$ cat src/rtl/spi_block_sequencer_pkg.sv
// Shared types, register map and CRC helper for the SPI block sequencer.
package spi_seq_pkg;

   typedef enum logic [2:0] {
      ST_IDLE,
      ST_CMD,
      ST_TOKEN,
      ST_DATA,
      ST_CRC,
      ST_DONE
   } seq_state_t;

   localparam logic [11:0] ADDR_CTRL   = 12'd0;
   localparam logic [11:0] ADDR_LEN    = 12'd1;
   localparam logic [11:0] ADDR_CMD    = 12'd2;
   localparam logic [11:0] ADDR_STATUS = 12'd3;
   localparam logic [11:0] ADDR_ERROR  = 12'd6;
   localparam logic [11:0] ADDR_CRC    = 12'd7;

   localparam logic [7:0]  TOKEN_START = 8'hFE;
   localparam logic [7:0]  FILL_BYTE   = 8'hFF;
   localparam logic [15:0] CRC_POLY    = 16'h1021;

   // CRC-16-CCITT, MSB first, one byte at a time
   function automatic logic [15:0] crc16_byte(input logic [15:0] crc, input logic [7:0] data);
      logic [15:0] c;
      c = crc;
      for (int i = 7; i >= 0; i--) begin
         if (c[15] ^ data[i]) c = (c << 1) ^ CRC_POLY;
         else                 c = c << 1;
      end
      return c;
   endfunction

endpackage

$ cat src/rtl/spi_block_sequencer_if.sv
// Avalon-MM slave port of the sequencer register file.
interface spi_block_sequencer_if;
   logic        avs_s0_write;
   logic        avs_s0_read;
   logic [11:0] avs_s0_address;
   logic [31:0] avs_s0_writedata;
   logic [31:0] avs_s0_readdata;

   modport master (output avs_s0_write, avs_s0_read, avs_s0_address, avs_s0_writedata,
                   input  avs_s0_readdata);
   modport slave  (input  avs_s0_write, avs_s0_read, avs_s0_address, avs_s0_writedata,
                   output avs_s0_readdata);
endinterface

$ cat src/rtl/spi_byte_shifter.sv
// Mode-0 SPI byte shifter; a load during a byte queues the next byte so bytes run back to back.
module spi_byte_shifter #(
   parameter int CLK_DIV = 4
) (
   input  logic       clk,
   input  logic       rst,
   input  logic       clear,
   input  logic       load,
   input  logic [7:0] tx_byte,
   input  logic       miso,
   output logic [7:0] rx_byte,
   output logic       byte_done,
   output logic       sclk,
   output logic       mosi,
   output logic       busy
);
   localparam logic [7:0] HALF = 8'(CLK_DIV - 1);

   logic       active_q, sclk_q, mosi_q, done_q, nxt_pend_q;
   logic [7:0] div_q, tx_q, rx_q, nxt_q;
   logic [2:0] bit_q;

   always_ff @(posedge clk or negedge rst) begin
      if (!rst) begin
         active_q <= 1'b0; sclk_q <= 1'b0; mosi_q <= 1'b1; done_q <= 1'b0;
         nxt_pend_q <= 1'b0; div_q <= '0; tx_q <= '0; rx_q <= '0; nxt_q <= '0; bit_q <= '0;
      end else begin
         done_q <= 1'b0;
         if (clear) begin
            active_q <= 1'b0; sclk_q <= 1'b0; mosi_q <= 1'b1; nxt_pend_q <= 1'b0;
         end else if (!active_q) begin
            if (load) begin
               active_q <= 1'b1; tx_q <= tx_byte; mosi_q <= tx_byte[7];
               div_q <= HALF; bit_q <= '0; sclk_q <= 1'b0;
            end
         end else begin
            if (load) begin
               nxt_pend_q <= 1'b1; nxt_q <= tx_byte;
            end
            if (div_q != '0) begin
               div_q <= div_q - 8'd1;
            end else begin
               div_q <= HALF;
               if (!sclk_q) begin
                  sclk_q <= 1'b1;
                  rx_q   <= {rx_q[6:0], miso};
                  if (bit_q == 3'd7) done_q <= 1'b1;
               end else begin
                  sclk_q <= 1'b0;
                  if (bit_q == 3'd7) begin
                     bit_q <= '0;
                     // the follow-on load always lands at least one cycle before this falling edge
                     if (nxt_pend_q) begin
                        tx_q <= nxt_q; mosi_q <= nxt_q[7]; nxt_pend_q <= 1'b0;
                     end else begin
                        active_q <= 1'b0; mosi_q <= 1'b1;
                     end
                  end else begin
                     bit_q  <= bit_q + 3'd1;
                     tx_q   <= tx_q << 1;
                     mosi_q <= tx_q[6];
                  end
               end
            end
         end
      end
   end

   assign rx_byte   = rx_q;
   assign byte_done = done_q;
   assign sclk      = sclk_q;
   assign mosi      = mosi_q;
   assign busy      = active_q;
endmodule

$ cat src/rtl/spi_block_sequencer.sv
// Command / token / data / CRC block-read sequencer with Avalon-MM register file.
//   state    | meaning
//   ST_IDLE  | cs_n high, waiting for start
//   ST_CMD   | shifting the command byte, response discarded
//   ST_TOKEN | shifting 0xFF until 0xFE or timeout
//   ST_DATA  | streaming LEN data bytes, CRC accumulated
//   ST_CRC   | receiving the two CRC bytes
//   ST_DONE  | finish last byte, cs_n high one half-period, then set done
module spi_block_sequencer
   import spi_seq_pkg::*;
#(
   parameter int CLK_DIV       = 4,
   parameter int MAX_LEN       = 512,
   parameter int TOKEN_TIMEOUT = 255
) (
   input  logic                  clk,
   input  logic                  rst,
   spi_block_sequencer_if.slave  avs,
   output logic                  spi_sclk,
   output logic                  spi_mosi,
   input  logic                  spi_miso,
   output logic                  spi_cs_n,
   output logic [7:0]            byte_data,
   output logic                  byte_valid,
   output logic                  irq
);
   localparam logic [15:0] MAX_LEN_W = 16'(MAX_LEN);
   localparam logic [15:0] TIMEOUT_W = 16'(TOKEN_TIMEOUT);
   localparam logic [7:0]  HALF      = 8'(CLK_DIV - 1);

   seq_state_t  state_q, state_nxt;
   logic        cs_n_q, err_q, done_q, byte_valid_q;
   logic [15:0] crc_q, crc_rx_q, len_q, cnt_q;
   logic [7:0]  cmd_q, hp_q, byte_data_q;
   logic [31:0] readdata_q;
   logic        sh_load, sh_done, sh_busy;
   logic [7:0]  sh_tx, sh_rx;

   logic wr_ctrl, start, abort, busy, last_data;
   assign wr_ctrl   = avs.avs_s0_write && (avs.avs_s0_address == ADDR_CTRL);
   assign abort     = wr_ctrl && avs.avs_s0_writedata[1];
   assign start     = wr_ctrl && avs.avs_s0_writedata[0] && !avs.avs_s0_writedata[1];
   assign busy      = (state_q != ST_IDLE);
   assign last_data = ((cnt_q + 16'd1) == len_q);

   spi_byte_shifter #(.CLK_DIV(CLK_DIV)) u_shifter (
      .clk(clk), .rst(rst), .clear(abort && busy), .load(sh_load), .tx_byte(sh_tx),
      .miso(spi_miso), .rx_byte(sh_rx), .byte_done(sh_done), .sclk(spi_sclk),
      .mosi(spi_mosi), .busy(sh_busy)
   );

   always_ff @(posedge clk or negedge rst) begin
      if (!rst) state_q <= ST_IDLE;
      else      state_q <= state_nxt;
   end

   always_comb begin
      state_nxt = state_q;
      sh_load   = 1'b0;
      sh_tx     = FILL_BYTE;
      if (abort && busy) begin
         state_nxt = ST_IDLE;
      end else begin
         case (state_q)
            ST_IDLE: if (start) begin
               if (len_q == '0) state_nxt = ST_DONE;
               else begin
                  state_nxt = ST_CMD; sh_load = 1'b1; sh_tx = cmd_q;
               end
            end
            ST_CMD: if (sh_done) begin
               state_nxt = ST_TOKEN; sh_load = 1'b1;
            end
            ST_TOKEN: if (sh_done) begin
               if (sh_rx == TOKEN_START) begin
                  state_nxt = ST_DATA; sh_load = 1'b1;
               end else if ((cnt_q + 16'd1) >= TIMEOUT_W) state_nxt = ST_DONE;
               else sh_load = 1'b1;
            end
            ST_DATA: if (sh_done) begin
               sh_load = 1'b1;
               if (last_data) state_nxt = ST_CRC;
            end
            ST_CRC: if (sh_done) begin
               if (cnt_q == 16'd1) state_nxt = ST_DONE;
               else sh_load = 1'b1;
            end
            ST_DONE: if (!sh_busy && cs_n_q && hp_q == '0) state_nxt = ST_IDLE;
            default: state_nxt = ST_IDLE;
         endcase
      end
   end

   always_ff @(posedge clk or negedge rst) begin
      if (!rst) begin
         cs_n_q <= 1'b1; err_q <= 1'b0; done_q <= 1'b0; byte_valid_q <= 1'b0;
         crc_q <= '0; crc_rx_q <= '0; len_q <= '0; cnt_q <= '0;
         cmd_q <= '0; hp_q <= '0; byte_data_q <= '0; readdata_q <= '0;
      end else begin
         byte_valid_q <= 1'b0;
         readdata_q   <= '0;
         if (avs.avs_s0_read) begin
            case (avs.avs_s0_address)
               ADDR_LEN:    readdata_q <= {16'b0, len_q};
               ADDR_CMD:    readdata_q <= {24'b0, cmd_q};
               ADDR_STATUS: readdata_q <= {29'b0, err_q, done_q, busy};
               ADDR_ERROR:  readdata_q <= {31'b0, err_q};
               ADDR_CRC:    readdata_q <= {16'b0, crc_q};
               default:     readdata_q <= '0;
            endcase
            if (avs.avs_s0_address == ADDR_STATUS) done_q <= 1'b0;
         end
         if (avs.avs_s0_write) begin
            if (avs.avs_s0_address == ADDR_LEN)
               len_q <= (avs.avs_s0_writedata > 32'(MAX_LEN)) ? MAX_LEN_W : avs.avs_s0_writedata[15:0];
            if (avs.avs_s0_address == ADDR_CMD)
               cmd_q <= avs.avs_s0_writedata[7:0];
         end
         if (state_nxt == ST_DONE && state_q != ST_DONE) hp_q <= HALF;
         // later assignments to done_q win over the STATUS read clear above
         if (abort && busy) begin
            cs_n_q <= 1'b1; err_q <= 1'b1; done_q <= 1'b1;
         end else begin
            case (state_q)
               ST_IDLE: if (start) begin
                  err_q <= (len_q == '0); done_q <= 1'b0; crc_q <= '0; cnt_q <= '0;
                  if (len_q != '0) cs_n_q <= 1'b0;
               end
               ST_CMD: if (sh_done) cnt_q <= '0;
               ST_TOKEN: if (sh_done) begin
                  if (sh_rx == TOKEN_START) cnt_q <= '0;
                  else begin
                     cnt_q <= cnt_q + 16'd1;
                     if ((cnt_q + 16'd1) >= TIMEOUT_W) err_q <= 1'b1;
                  end
               end
               ST_DATA: if (sh_done) begin
                  byte_data_q  <= sh_rx;
                  byte_valid_q <= 1'b1;
                  crc_q        <= crc16_byte(crc_q, sh_rx);
                  cnt_q        <= last_data ? 16'd0 : cnt_q + 16'd1;
               end
               ST_CRC: if (sh_done) begin
                  crc_rx_q <= {crc_rx_q[7:0], sh_rx};
                  cnt_q    <= cnt_q + 16'd1;
                  if (cnt_q == 16'd1 && {crc_rx_q[7:0], sh_rx} != crc_q) err_q <= 1'b1;
               end
               ST_DONE: if (!sh_busy) begin
                  if (!cs_n_q) begin
                     cs_n_q <= 1'b1; hp_q <= HALF;
                  end else if (hp_q != '0) hp_q <= hp_q - 8'd1;
                  else done_q <= 1'b1;
               end
               default: ;
            endcase
         end
      end
   end

   assign spi_cs_n            = cs_n_q;
   assign byte_data           = byte_data_q;
   assign byte_valid          = byte_valid_q;
   assign irq                 = done_q;
   assign avs.avs_s0_readdata = readdata_q;
endmodule

$ cat src/flat_wrapper.sv
// flat-port wrapper written by rule: the top's interface ports become plain ports
module spi_block_sequencer_flat import spi_seq_pkg::*;
#(
   parameter int CLK_DIV       = 4,
   parameter int MAX_LEN       = 512,
   parameter int TOKEN_TIMEOUT = 255
)
  (clk, rst, spi_sclk, spi_mosi, spi_miso, spi_cs_n, byte_data, byte_valid, irq, avs_avs_s0_write, avs_avs_s0_read, avs_avs_s0_address, avs_avs_s0_writedata, avs_avs_s0_readdata);
  spi_block_sequencer_if avs_i ();
  input  logic clk;
  input  logic rst;
  output logic spi_sclk;
  output logic spi_mosi;
  input  logic spi_miso;
  output logic spi_cs_n;
  output logic [7:0] byte_data;
  output logic byte_valid;
  output logic irq;
  input wire logic [$bits(avs_i.avs_s0_write)-1:0] avs_avs_s0_write;
  input wire logic [$bits(avs_i.avs_s0_read)-1:0] avs_avs_s0_read;
  input wire logic [$bits(avs_i.avs_s0_address)-1:0] avs_avs_s0_address;
  input wire logic [$bits(avs_i.avs_s0_writedata)-1:0] avs_avs_s0_writedata;
  output wire logic [$bits(avs_i.avs_s0_readdata)-1:0] avs_avs_s0_readdata;
  assign avs_i.avs_s0_write = avs_avs_s0_write;
  assign avs_i.avs_s0_read = avs_avs_s0_read;
  assign avs_i.avs_s0_address = avs_avs_s0_address;
  assign avs_i.avs_s0_writedata = avs_avs_s0_writedata;
  assign avs_avs_s0_readdata = avs_i.avs_s0_readdata;
  spi_block_sequencer #(.CLK_DIV(CLK_DIV), .MAX_LEN(MAX_LEN), .TOKEN_TIMEOUT(TOKEN_TIMEOUT)) u_core (.clk(clk), .rst(rst), .avs(avs_i), .spi_sclk(spi_sclk), .spi_mosi(spi_mosi), .spi_miso(spi_miso), .spi_cs_n(spi_cs_n), .byte_data(byte_data), .byte_valid(byte_valid), .irq(irq));
endmodule
$ cat config.mk
export PLATFORM = sky130hd
export DESIGN_NAME = spi_block_sequencer_flat
export DESIGN_NICKNAME = d
export VERILOG_FILES = /design/src/rtl/spi_block_sequencer_pkg.sv /design/src/rtl/spi_block_sequencer_if.sv /design/src/rtl/spi_byte_shifter.sv /design/src/rtl/spi_block_sequencer.sv /design/src/flat_wrapper.sv
export SDC_FILE = /design/constraint.sdc
export NUM_CORES = 1
export LEC_CHECK = 0
export CAP_MARGIN = 20
export CORE_ASPECT_RATIO = 1.2
export CORE_MARGIN = 4
export CORE_UTILIZATION = 45
export DETAILED_ROUTE_END_ITERATION = 8
export DONT_BUFFER_PORTS = 1
export GPL_TIMING_DRIVEN = 0
export SYNTH_ARGS = -nofsm -noshare
export SYNTH_HDL_FRONTEND = slang
export SYNTH_HIERARCHICAL = 1
export SYNTH_SLANG_ARGS = --single-unit
$ cat constraint.sdc
create_clock -name clk -period 3.88 [get_ports clk]
set_input_delay 0.97 -clock clk [delete_from_list [all_inputs] [get_ports clk]]
set_output_delay 0.97 -clock clk [all_outputs]
set_load 0.005 [all_outputs]
==> results.yml <==
run_status:
  status: "completed"
routing:
  wirelength_mm: 21.56
  drt_iter0_drc: 519
  drt_first_pass_iters: 6
  detail-route-antenna-nets: 0
  wl_per_cell_um: 19.80
  drc: 0
  vias: 6443
  vias_per_cell: 5.916
timing:
  hold_viol: 0
  setup_viol: 0
  period_share_pct: 93.16
  whs_ps: 248.1
  fmax_mhz: 276.7
  rsz0062_at_grt: "no"
  worstMarginPinSlew_ps: 639.0
  clock_skew_ps: 8.293
  max_slew_margin_pct: 57.31
  min_period_ps: 3615
  slew_viol_final: 0
logic_synthesis:
  ys_ff_latch: 142
  yosysSeqAreaShare_pct: 43.10
  syn_area_per_cell_um2: 10.14
  synth_most_common_cell: "dfrtp_1"
  synth_ff_type: "dfrtp_1"
  netlist_top_cells_area: "dfrtp_1, mux2_2, xor2_1"
  synth-edff-count: 0
  synth_area_um2: 8250
  synth_top_area_share_pct: 42.46
  synthArstFlopShare_pct: 100.0
  yosysTopAreaCell: "dfrtp_1"
  yosys-top-cells-count: "dfrtp_1, nand2_1, nor2_1"
  syn_inst: 814
  yosysWarnings: 6
  yosysUniqueCellTypes: 89
setup_path:
  critPathLaunch: "avs_avs_s0_address[7]"
  critPathArrivalTime_ps: 3920
  crit_type: "in2reg"
  r2r_end: "u_core/u_shifter/tx_q[0]"
  cp.required_ps: 4180
  ff2ff_setup_slack_ps: 280
  cp-start-kind: "input pin"
  ff2ff_path_depth: 14
  rr_startpoint: "u_core/cnt_q[1]"
  critPathMaxFanout: 10
  crit_path_end_kind: "flip-flop"
placement:
  io_buffers: 0
  placedInstanceArea_um2: 8587
  place_inst: 1053
  hpwl_mm: 16.19
  gp_congestion: 0.8986
cells_and_area:
  fin_cells: 1089
  fin_nets: 909
  diodes: 0
  fillerInstances: 1693
  drive_gt1_share_pct: 19.19
  syn_to_final_growth_pct: 12.51
  post-route-cell-area_um2: 9283
pwr:
  vdd_drop_max_uv: 278.9
  pwr_density_cell_nw_per_um2: 353.4
  p_leak_uw: 0.004209
clock_tree:
  cts_root_buf: "clkbuf_16"
  htreeDepth: 4
  clkLatencyLatePin_ps: 420
  cts_max_path_buffers: 2
  cts_tree: "built"
  clkTransAtPathRegs_ps: 60
  postCtsHoldBufs: 0
  numCtsBuffers: 17
  cts_sinks: 142
floorplan:
  fp-row-count: 54
  die_h_um: 156.3
  io-pin-count: 94
  start_util_pct: 45.56
  die_area_um2: 20570
  die_w_um: 131.6
  coreArea_um2: 18110
flow_run:
  cap_violations: 0
global_route:
  antenna_found_initial: 0
  grt_max_degree: 143
  grt-ovfl-total: 0
  grt_pass1_vias: 6363
  grt_pass1_wl_mm: 34.66
  grt.total_usage_pct: 21.26
min_path:
  hold_class: "in2async"
[power by group]
part | internal (uW) | total (uW) | leakage [uW] | switching, uW
Sequential | 1480 | 1480 | 0.00195 | 1.78
Combinational | 17.5 | 31.1 | 0.00195 | 13.7
Clock | 1110 | 1760 | 0.000312 | 659
Total | 2610 | 3280 | 0.00421 | 674
[area by class of cell]
class / instances / area [um2] / area share [%]
multi-input cells: 608 / 4362 / 46.99
flip-flops and latches: 142 / 3557 / 38.32
repair buffers: 4 / 27.53 / 0.2965
clock buffers: 18 / 439.2 / 4.731
plain buffers: 53 / 307.8 / 3.316
well taps: 224 / 280.3 / 3.019
inverters: 26 / 102.6 / 1.105
clock inverters: 14 / 206.4 / 2.224
[through the flow]
stage	setup TNS [ps]	power [uW]	utilization, %	setup WS (ps)
2_1_floorplan	0	1538	-	6.262
3_3_place_gp	-11170	1540	47.42	-613.1
3_5_place_dp	-11150	1541	47.42	-620.5
4_1_cts	0	3320	51.10	53.08
5_1_grt	0	3387	51.26	45.51
6_report	0	3280	51.26	265.5
[critical path, stage by stage]
cell and delay [ps]:
or4_4 540, nor4_4 330, nand3_1 130, nor3b_1 290
clkbuf_1 460, a31oi_1 100, nor2_2 200, o21ba_2 150
buf_2 220, o211ai_4 190, mux2_4 340
[cells in the final DEF (no fill, tap or decap), types with 24 or more instances in the layout]
cell type,count
o21ai_0,41
nand2_1,60
xor2_1,38
nand3_1,31
inv_1,24
buf_4,25
dfrtp_1,139
xnor2_1,32
mux2_2,47
nor2_1,58
[kinds of logic (layout without fill, tap and decap cells)]
logic type | count (synthesis) | in the layout | share of synthesized area, %
and+or+nand+nor | 286 | 286 | 19.85
other | 1 | 16 | 0.04545
AOI/OAI and AO/OA | 160 | 160 | 14.00
xor gates and xnor gates | 70 | 70 | 7.431
buffers and inverters | 79 | 115 | 4.974
adders and majority gates | 9 | 9 | 1.335
DFF | 142 | 142 | 43.10
muxes | 67 | 67 | 9.266
[flip-flops by register name, summed over array words and instances (netlist names), 3 cells and up]
signal	cells
u_core/state_q	3
u_core/crc_rx_q	8
u_core/u_shifter/nxt_q	8
u_core/cmd_q	8
u_core/hp_q	8
u_core/u_shifter/bit_q	3
u_core/cnt_q	16
u_core/len_q	16
u_core/u_shifter/rx_byte	8
u_core/u_shifter/tx_q	7
u_core/avs.avs_s0_readdata	16
u_core/crc_q	16
u_core/byte_data	8
u_core/u_shifter/div_q	8
[how the worst max path moves through the flow]
stage                                          end  depth (start not counted)  slack, ps
after detailed placement  u_core/u_shifter/tx_q[5]                         11       -620
after global routing      u_core/u_shifter/tx_q[5]                         14         50
after floorplan           u_core/u_shifter/tx_q[0]                         11          6
after global placement    u_core/u_shifter/tx_q[5]                         11       -610
after CTS                 u_core/u_shifter/tx_q[0]                         14         50
final                     u_core/u_shifter/tx_q[0]                         11        270
[layer usage]
metal	part of all wire, %	global-route usage [%]	vias to the layer above
met4	2.7	8.654	0
met2	50	36.86	188
met5	0	0	-
li1	-	-	3009
met3	4.8	4.630	37
met1	42	25.92	3209
[timing repair]
item	4_1_cts	5_1_grt
resized for setup	3	3
setup endpoints to repair	12	13
pin swaps	1	1
buffers inserted	1	2
Power figures use the tool's default switching activity.
